`config.mk`:
```
export PLATFORM = sky130hd
export DESIGN_NAME = iob_cycle_seq
export DESIGN_NICKNAME = d
export VERILOG_FILES = /design/src/rtl/iob_cycle_seq.sv
export SDC_FILE = /design/constraint.sdc
export NUM_CORES = 1
export LEC_CHECK = 0
export BUFFER_PORTS_ARGS = -buffer_cell sky130_fd_sc_hd__buf_2
export CAP_MARGIN = 25
export CORE_ASPECT_RATIO = 1.5
export CORE_UTILIZATION = 58
export DETAILED_ROUTE_END_ITERATION = 8
export PLACE_DENSITY_LB_ADDON = 0.12
export SLEW_MARGIN = 20
export SYNTH_ARGS = -nofsm -noshare
export SYNTH_HDL_FRONTEND = slang
export SYNTH_SLANG_ARGS = --single-unit
```
`constraint.sdc`:
```
create_clock -name CLK -period 3 [get_ports CLK]
set_input_delay 0.15 -clock CLK [delete_from_list [all_inputs] [get_ports CLK]]
set_output_delay 0.15 -clock CLK [all_outputs]
set_load 0.005 [all_outputs]
```
`src/rtl/iob_cycle_seq.sv`:
```
`default_nettype none
// +--------------------------------------------------------------------------+
// | Module      : iob_cycle_seq                                              |
// | Description : I/O-bus cycle sequencer. Runs a 68000-style slow cycle     |
// |               (AS/DS/VMA/E) for decoded IOCS/IACS requests and returns a |
// |               one-cycle IOACK or IOBERR to the FSB cycle controller.     |
// |               Optional WAIT-state timeout: define IOB_TIMEOUT_EN.        |
// | Revision    : 1.0  initial release                                       |
// +--------------------------------------------------------------------------+
module iob_cycle_seq #(
    parameter int SETUP_CYC = 2,
    parameter int E_DIV     = 10,
    parameter int E_HIGH    = 4,
    parameter int TIMEOUT   = 255
) (
    input  logic CLK,
    input  logic nRES,
    input  logic ASActive,
    input  logic IOCS,
    input  logic IACS,
    input  logic nWE,
    input  logic nIODTACK,
    input  logic nIOVPA,
    input  logic nIOBERR,
    output logic nIOAS,
    output logic nIODS,
    output logic IORnW,
    output logic nVMA,
    output logic E,
    output logic IOACK,
    output logic IOBERR,
    output logic IOBusy
);

    localparam int                c_ECNT_W     = (E_DIV > 1) ? $clog2(E_DIV) : 1;
    localparam logic [c_ECNT_W-1:0] c_ECNT_LAST = c_ECNT_W'(E_DIV - 1);
    localparam logic [c_ECNT_W-1:0] c_E_RISE    = c_ECNT_W'(E_DIV - E_HIGH);
    localparam logic [3:0]        c_SETUP_LOAD = 4'(SETUP_CYC);

    if (SETUP_CYC < 1 || SETUP_CYC > 15 || E_DIV < 2 || E_HIGH < 1 ||
        E_HIGH >= E_DIV || TIMEOUT < 1 || TIMEOUT > 255) begin : g_bad_params
        $error("iob_cycle_seq: parameter out of range");
    end

    typedef enum logic [2:0] {
        S_IDLE    = 3'd0,
        S_SETUP   = 3'd1,
        S_WAIT    = 3'd2,
        S_VPA1    = 3'd3,
        S_VPA2    = 3'd4,
        S_END     = 3'd5,
        S_RECOVER = 3'd6
    } state_t;

    state_t              state_q, state_d;
    logic [3:0]          setup_cnt_q, setup_cnt_d;
    logic                iornw_q, iornw_d;
    logic                iobusy_q, iobusy_d;
    logic                nioas_q, nioas_d;
    logic                niods_q, niods_d;
    logic                nvma_q, nvma_d;
    logic                ioack_q, ioack_d;
    logic                ioberr_q, ioberr_d;
    logic [c_ECNT_W-1:0] ecnt_q, ecnt_d;
    logic                e_q, e_d;
    logic [1:0]          dtack_sync_q, dtack_sync_d;
    logic [1:0]          vpa_sync_q, vpa_sync_d;
    logic [1:0]          berr_sync_q, berr_sync_d;

    logic w_dtack_seen;
    logic w_vpa_seen;
    logic w_berr_seen;
    logic w_e_wrap;
    logic w_tmo_hit;
    logic go_end;
    logic go_err;

    assign w_dtack_seen = ~dtack_sync_q[1];
    assign w_vpa_seen   = ~vpa_sync_q[1];
    assign w_berr_seen  = ~berr_sync_q[1];
    // ECnt is about to wrap: the next cycle starts a new E period with E low
    assign w_e_wrap     = (ecnt_q == c_ECNT_LAST);

    always_comb begin
        dtack_sync_d = {dtack_sync_q[0], nIODTACK};
        vpa_sync_d   = {vpa_sync_q[0], nIOVPA};
        berr_sync_d  = {berr_sync_q[0], nIOBERR};
        ecnt_d       = w_e_wrap ? '0 : ecnt_q + 1'b1;
        e_d          = (ecnt_d >= c_E_RISE);
    end

`ifdef IOB_TIMEOUT_EN
    localparam logic [8:0] c_TMO_LIMIT = 9'(TIMEOUT);
    logic [7:0] tmo_cnt_q, tmo_cnt_d;

    // Held at zero outside the waiting states, so it restarts on every WAIT entry
    always_comb begin
        tmo_cnt_d = 8'd0;
        if (state_q == S_WAIT || state_q == S_VPA1 || state_q == S_VPA2)
            tmo_cnt_d = tmo_cnt_q + 8'd1;
    end

    assign w_tmo_hit = (({1'b0, tmo_cnt_q} + 9'd1) == c_TMO_LIMIT);

    always_ff @(posedge CLK or negedge nRES) begin
        if (!nRES) tmo_cnt_q <= 8'd0;
        else       tmo_cnt_q <= tmo_cnt_d;
    end
`else
    assign w_tmo_hit = 1'b0;
`endif

    always_comb begin
        state_d     = state_q;
        setup_cnt_d = setup_cnt_q;
        iornw_d     = iornw_q;
        iobusy_d    = iobusy_q;
        nioas_d     = nioas_q;
        niods_d     = niods_q;
        nvma_d      = nvma_q;
        ioack_d     = 1'b0;
        ioberr_d    = 1'b0;
        go_end      = 1'b0;
        go_err      = 1'b0;

        case (state_q)
            S_IDLE: begin
                if (ASActive && (IOCS || IACS)) begin
                    state_d     = S_SETUP;
                    iornw_d     = nWE;
                    iobusy_d    = 1'b1;
                    setup_cnt_d = c_SETUP_LOAD;
                end
            end
            S_SETUP: begin
                if (setup_cnt_q == 4'd1) begin
                    nioas_d = 1'b0;
                    niods_d = 1'b0;
                    state_d = S_WAIT;
                end else begin
                    setup_cnt_d = setup_cnt_q - 4'd1;
                end
            end
            S_WAIT: begin
                if (w_berr_seen) begin
                    go_end = 1'b1;
                    go_err = 1'b1;
                end else if (w_dtack_seen) begin
                    go_end = 1'b1;
                end else if (w_vpa_seen) begin
                    state_d = S_VPA1;
                end else if (w_tmo_hit) begin
                    go_end = 1'b1;
                    go_err = 1'b1;
                end
            end
            S_VPA1: begin
                if (w_e_wrap) begin
                    nvma_d  = 1'b0;
                    state_d = S_VPA2;
                end else if (w_tmo_hit) begin
                    go_end = 1'b1;
                    go_err = 1'b1;
                end
            end
            S_VPA2: begin
                if (w_berr_seen) begin
                    go_end = 1'b1;
                    go_err = 1'b1;
                end else if (w_e_wrap) begin
                    go_end = 1'b1;
                end else if (w_tmo_hit) begin
                    go_end = 1'b1;
                    go_err = 1'b1;
                end
            end
            S_END: begin
                state_d = S_RECOVER;
            end
            S_RECOVER: begin
                // Wait for the FSB cycle and the slave's handshake to go away
                if (!ASActive && !w_dtack_seen && !w_vpa_seen) begin
                    iobusy_d = 1'b0;
                    state_d  = S_IDLE;
                end
            end
            default: begin
                state_d = S_IDLE;
            end
        endcase

        if (go_end) begin
            state_d  = S_END;
            nioas_d  = 1'b1;
            niods_d  = 1'b1;
            nvma_d   = 1'b1;
            ioack_d  = ~go_err;
            ioberr_d = go_err;
        end
    end

    always_ff @(posedge CLK or negedge nRES) begin
        if (!nRES) begin
            state_q      <= S_IDLE;
            setup_cnt_q  <= 4'd0;
            iornw_q      <= 1'b1;
            iobusy_q     <= 1'b0;
            nioas_q      <= 1'b1;
            niods_q      <= 1'b1;
            nvma_q       <= 1'b1;
            ioack_q      <= 1'b0;
            ioberr_q     <= 1'b0;
            ecnt_q       <= '0;
            e_q          <= 1'b0;
            dtack_sync_q <= 2'b11;
            vpa_sync_q   <= 2'b11;
            berr_sync_q  <= 2'b11;
        end else begin
            state_q      <= state_d;
            setup_cnt_q  <= setup_cnt_d;
            iornw_q      <= iornw_d;
            iobusy_q     <= iobusy_d;
            nioas_q      <= nioas_d;
            niods_q      <= niods_d;
            nvma_q       <= nvma_d;
            ioack_q      <= ioack_d;
            ioberr_q     <= ioberr_d;
            ecnt_q       <= ecnt_d;
            e_q          <= e_d;
            dtack_sync_q <= dtack_sync_d;
            vpa_sync_q   <= vpa_sync_d;
            berr_sync_q  <= berr_sync_d;
        end
    end

    assign nIOAS  = nioas_q;
    assign nIODS  = niods_q;
    assign IORnW  = iornw_q;
    assign nVMA   = nvma_q;
    assign E      = e_q;
    assign IOACK  = ioack_q;
    assign IOBERR = ioberr_q;
    assign IOBusy = iobusy_q;

endmodule
`default_nettype wire

```
# After elaboration in Yosys (flattened, before gate mapping)
# Cells that the tools add are included.
dict set report totals {
  ff_bits 24
  inputBits 9
  out_inout_bits 8
  elab_cells 86
}
dict set report classes {
  add_sub_neg 2
  n_lt_le_gt_ge 1
  eq_ne 19
  mux 31
  n_bitwise 1
  n_reduce_logical 19
}
# cell count
set op_table {}
lappend op_table {{3-bit two-way mux} 8}
lappend op_table {{3-bit inequality test (second input constant)} 7}
lappend op_table {{3-bit case mux with 7 select lines} 1}
lappend op_table {{1-bit two-way mux} 16}
lappend op_table {{4-bit two-way mux} 3}
lappend op_table {{2-bit nonzero test} 6}
lappend op_table {{3-bit == test (second input constant)} 3}
lappend op_table {{2-bit inequality test (second input constant)} 4}
lappend op_table {{4-bit case mux with 2 select lines} 1}
lappend op_table {{8-bit AND reduction} 1}
lappend op_table {{3-bit by 2-bit == test with 1-bit output (second input constant)} 2}
lappend op_table {{2-bit AND reduction} 3}
lappend op_table {{3-bit AND reduction} 2}
lappend op_table {{4-bit by 1-bit adder with 4-bit output (second input constant)} 1}
lappend op_table {{4-bit by 1-bit == test with 1-bit output (second input constant)} 1}
lappend op_table {{4-bit == test (second input constant)} 1}
lappend op_table {{4-bit by 3-bit >= comparator with 1-bit output (second input constant)} 1}
lappend op_table {{1-bit case mux with 2 select lines} 2}
lappend op_table {{4-bit by 1-bit subtractor with 4-bit output (second input constant)} 1}
lappend op_table {{3-bit by 1-bit == test with 1-bit output (second input constant)} 1}
lappend op_table {{1-bit logical AND} 3}
lappend op_table {{3-bit zero test} 1}
lappend op_table {{2-bit OR reduction} 1}
lappend op_table {{1-bit zero test} 1}
lappend op_table {{other kinds (2)} 2}

# Depth between registers and ports, before layout
dict set report depth {
  ltp_word 6
  mapped_depth 6
  ltp_nobuf 6
}

# Least setup slack after synthesis
# No wires, ideal clock.
dict set report synth_path {
  path_kind {register to register}
  start {register state_q[2]}
  end {register setup_cnt_q[3]}
  setup_ns 0.129
  arrival_time_ns 1.299
  required_ns 2.871
  slack_ns 1.573
  path_stages_with_launch 6
  path_buffers 1
  period_less_slack_ns 1.427
  path_cell_list {dfrtp_1 -> buf_6 -> or3b_4 -> nor4_4 -> mux2i_1 -> nor2_2}
}
dict set report synth_via {
  elab_chain_len 3
  elab_cells_between_ends 7
  cone_classes {eq/ne: 3; mux: 1; reduce/logical: 3}
}
# item line_no
set synth_rtl {}
lappend synth_rtl {{start, declared} 55} ;# state_t state_q, state_d;
lappend synth_rtl {{start signal, assigned} 219} ;# state_q <= state_d;
lappend synth_rtl {{3-bit by 1-bit == test with 1-bit output or 3-bit zero test (tied branches)} 126} ;# case (state_q)
lappend synth_rtl {{2-bit inequality test (no line) or 2-bit nonzero test (tied branches)} -}
lappend synth_rtl {{3-bit AND reduction (no line)} -}
lappend synth_rtl {{end signal, assigned} 220} ;# setup_cnt_q <= setup_cnt_d;
lappend synth_rtl {{end, declared} 56} ;# logic [3:0] setup_cnt_q, setup_cnt_d;
# Several ways; a longest one is shown, not always the timed one.
# A chain may end at the register's enable or synchronous reset.

# Final worst setup path
dict set report layout_path {
  start {register state_q[0]}
  end {register setup_cnt_q[3]}
}
# Same word-level chain as after synthesis.

==> reports/metrics.cfg <==
[outcome]
status = completed

[yosys]
syn-num-nets = 113
synth_top_area_share = 0.3304
ys_ff_latch = 24
yosys_warnings = 0
synth_seq_area_share = 0.5385
synthArstFlopShare = 1.000
ys.flop_type = dfrtp_1
synth_top_cell_by_area = dfrtp_1
synthTopCellsByArea = dfrtp_1 33%, dfstp_2 21%, nor4_4 3.7%
synth.most_common_cell = dfrtp_1
avgSynthCellArea_um2 = 11.14
synth_commonest_cells = 15 x dfrtp_1, 9 x dfstp_2, 7 x a21oi_1, 7 x nand2_1, 7 x o21ai_0
syn_inst = 102
netlist_area_um2 = 1136
ys_types = 43
synth_edf_count = 0

[sta]
finalHoldViolCount = 0
hold_slack_ns = 0.04874
worst_pin_slew_ns = 0.5015
maxSlewViolCount = 0
fmax_ghz = 0.6165
period_share = 0.5407
fin_crit_ns = 1.622
setup_viol = 0
rsz0062_at_grt = no
clock-skew-final_ns = 0.008017
setup_ws_ns = 1.378
relSlewSlack = 0.6657
fin_setup_tns_ns = 0

[power_and_ir_drop]
clkPwrFrac = 0.175
power_density_nw_per_um2 = 733.6
seq_power_share = 0.529
power.switching_mw = 0.3367
finalPower_mw = 0.9473
ir_worst_vdd_v = 0.0004954
p_leak_nw = 0.5564
switching_share = 0.3554
combPwrFrac = 0.295
intPower_mw = 0.6106

[clock_tree]
post_cts_buffers = 0
cts_buffers = 3
cts_root_buf = clkbuf_4
cts_resized = 0
clock_latency_ns = 0.31
clockBufferDepth = 2
htreeDepth = 1
cts_tree = yes
clk_pin_slew_ns = 0.13
cts.sinks = 24
postCtsHoldBufs = 4

[route]
drtPass1Iterations = 4
drc_errors = 0
routed_wl_um = 1961
drt-wirelength-per-cell_um = 13.71
routed_via_density = 5.769
vias = 825
initialDrtViolationCount = 16
ant_nets = 0

[layout]
drive_gt1_frac = 0.2869
area_growth_pct = 13.66
fill_cells = 144
antenna_cells = 0
fin_nets = 134

[setup_path]
slowest_delay_ns = 0.61
crit_arrival_ns = 1.83
cp_cell_sequence = or3b_4 -> nor4_4 -> mux2i_1 -> nor2_2
cp_num_buf_inv = 0
crit_family = simple AND/OR/NAND/NOR gates
critical_path.endpoint_type = flip-flop
cp-start-kind = flip-flop
critPathMaxFanout = 14
cp_data_required_time_ns = 3.21
critical_path_class = reg2reg
critPathSlowestCell = dfrtp_1

[floorplanning]
placement_rows = 19
die_w_um = 38.14
core_area_um2 = 1831
start_util = 0.6206
die_area_um2 = 2143
die_y_um = 56.21
ios = 17

[place]
hpwl_um = 1401
globalplace.congestion = 0.7993
pre_cts_ws_ns = 1.387
io_buffers = 16

[global_route]
grt_max_degree = 25
grt_pass1_wl_um = 3312
grt_pass1_vias = 801
grt_overflow = 0
antenna_found_initial = 0
grt_use_total = 0.2220

[hold_path]
hold_class = in2reg

[job]
maxCapViolCount = 0

flip-flops by register name, summed over array words and instances, names as in the netlist:
signal	cells
vpa_sync_q	2
IORnW	1
IOACK	1
state_q	3
berr_sync_q	2
IOBusy	1
ecnt_q	4
dtack_sync_q	2
nVMA	1
E	1
nIODS	1
setup_cnt_q	4
IOBERR	1
layout make-up:
cell class	instances	area, µm²	share of cell area
clock buffers	4	36.28	0.02810
inverters	5	18.77	0.01453
multi-input cells	69	478.0	0.3702
flip-flops and latches	24	611.8	0.4738
well taps	21	26.28	0.02035
repair buffers	20	120.1	0.09302
cells by family after synthesis:
family / count (synthesis) / synth area share
and+or+nand+nor: 34 / 0.2115
xor gates and xnor gates: 1 / 0.007711
muxes: 4 / 0.03744
DFF: 24 / 0.5385
AOI/OAI and AO/OA: 28 / 0.1421
buffers and inverters: 9 / 0.04075
adders and majority gates: 2 / 0.02202
per-layer routing:
| layer | GRT usage | wire length (µm) | up-vias |
|---|---|---|---|
| met5 | 0 | 0 | - |
| met4 | 0.1071 | 41 | 0 |
| met3 | 0.03600 | 58 | 5 |
| met2 | 0.3705 | 1065 | 17 |
| met1 | 0.2623 | 796 | 400 |
| li1 | - | - | 403 |
power groups by stage:
stage	clock network (mW)	registers [mW]	logic, mW
after CTS	0.174	0.500	0.284
after detailed placement	0	0.507	0.277
after global placement	0	0.501	0.270
after global routing	0.187	0.517	0.322
after floorplan	0	0.460	0.254
final	0.166	0.502	0.280
cells in the final DEF (no fill, tap or decap), types with 2 or more instances in the layout:
cell / synthesis / final
dfrtp_1: 15 / 15
nand2b_1: 2 / 2
dlygate4sd3_1: 0 / 4
inv_1: 5 / 5
a21oi_1: 7 / 7
clkbuf_4: 0 / 3
o21ai_1: 6 / 6
dfstp_2: 9 / 9
ha_1: 2 / 2
mux2i_1: 2 / 2
nand3_1: 2 / 2
o21ai_0: 7 / 7
nor2_1: 5 / 5
buf_2: 1 / 16
nand2_1: 7 / 7
nor4_4: 2 / 2
nor3_1: 2 / 2
metrics by stage:
stage | util | cell area (µm²) | std cells
2_1_floorplan | - | 1136 | 102
3_5_place_dp | 0.6637 | 1215 | 135
4_1_cts | 0.7054 | 1291 | 143
5_1_grt | 0.7054 | 1291 | 143
6_report | 0.7054 | 1291 | 143
3_3_place_gp | 0.6637 | 1215 | 135
final timing paths:
check / end / from / slack [ns] / cells past startpoint
hold reg to reg: dtack_sync_q[1] / dtack_sync_q[0] / 0.37 / 0
setup reg to reg: setup_cnt_q[3] / state_q[0] / 1.38 / 4
hold / removal: IORnW / nWE / 0.05 / 2
min in group asynchronous: state_q[1] / nRES / 0.32 / 2
setup / recovery: setup_cnt_q[3] / state_q[0] / 1.38 / 4
max in group asynchronous: berr_sync_q[0] / nRES / 2.31 / 2
Power figures use the tool's default switching activity.
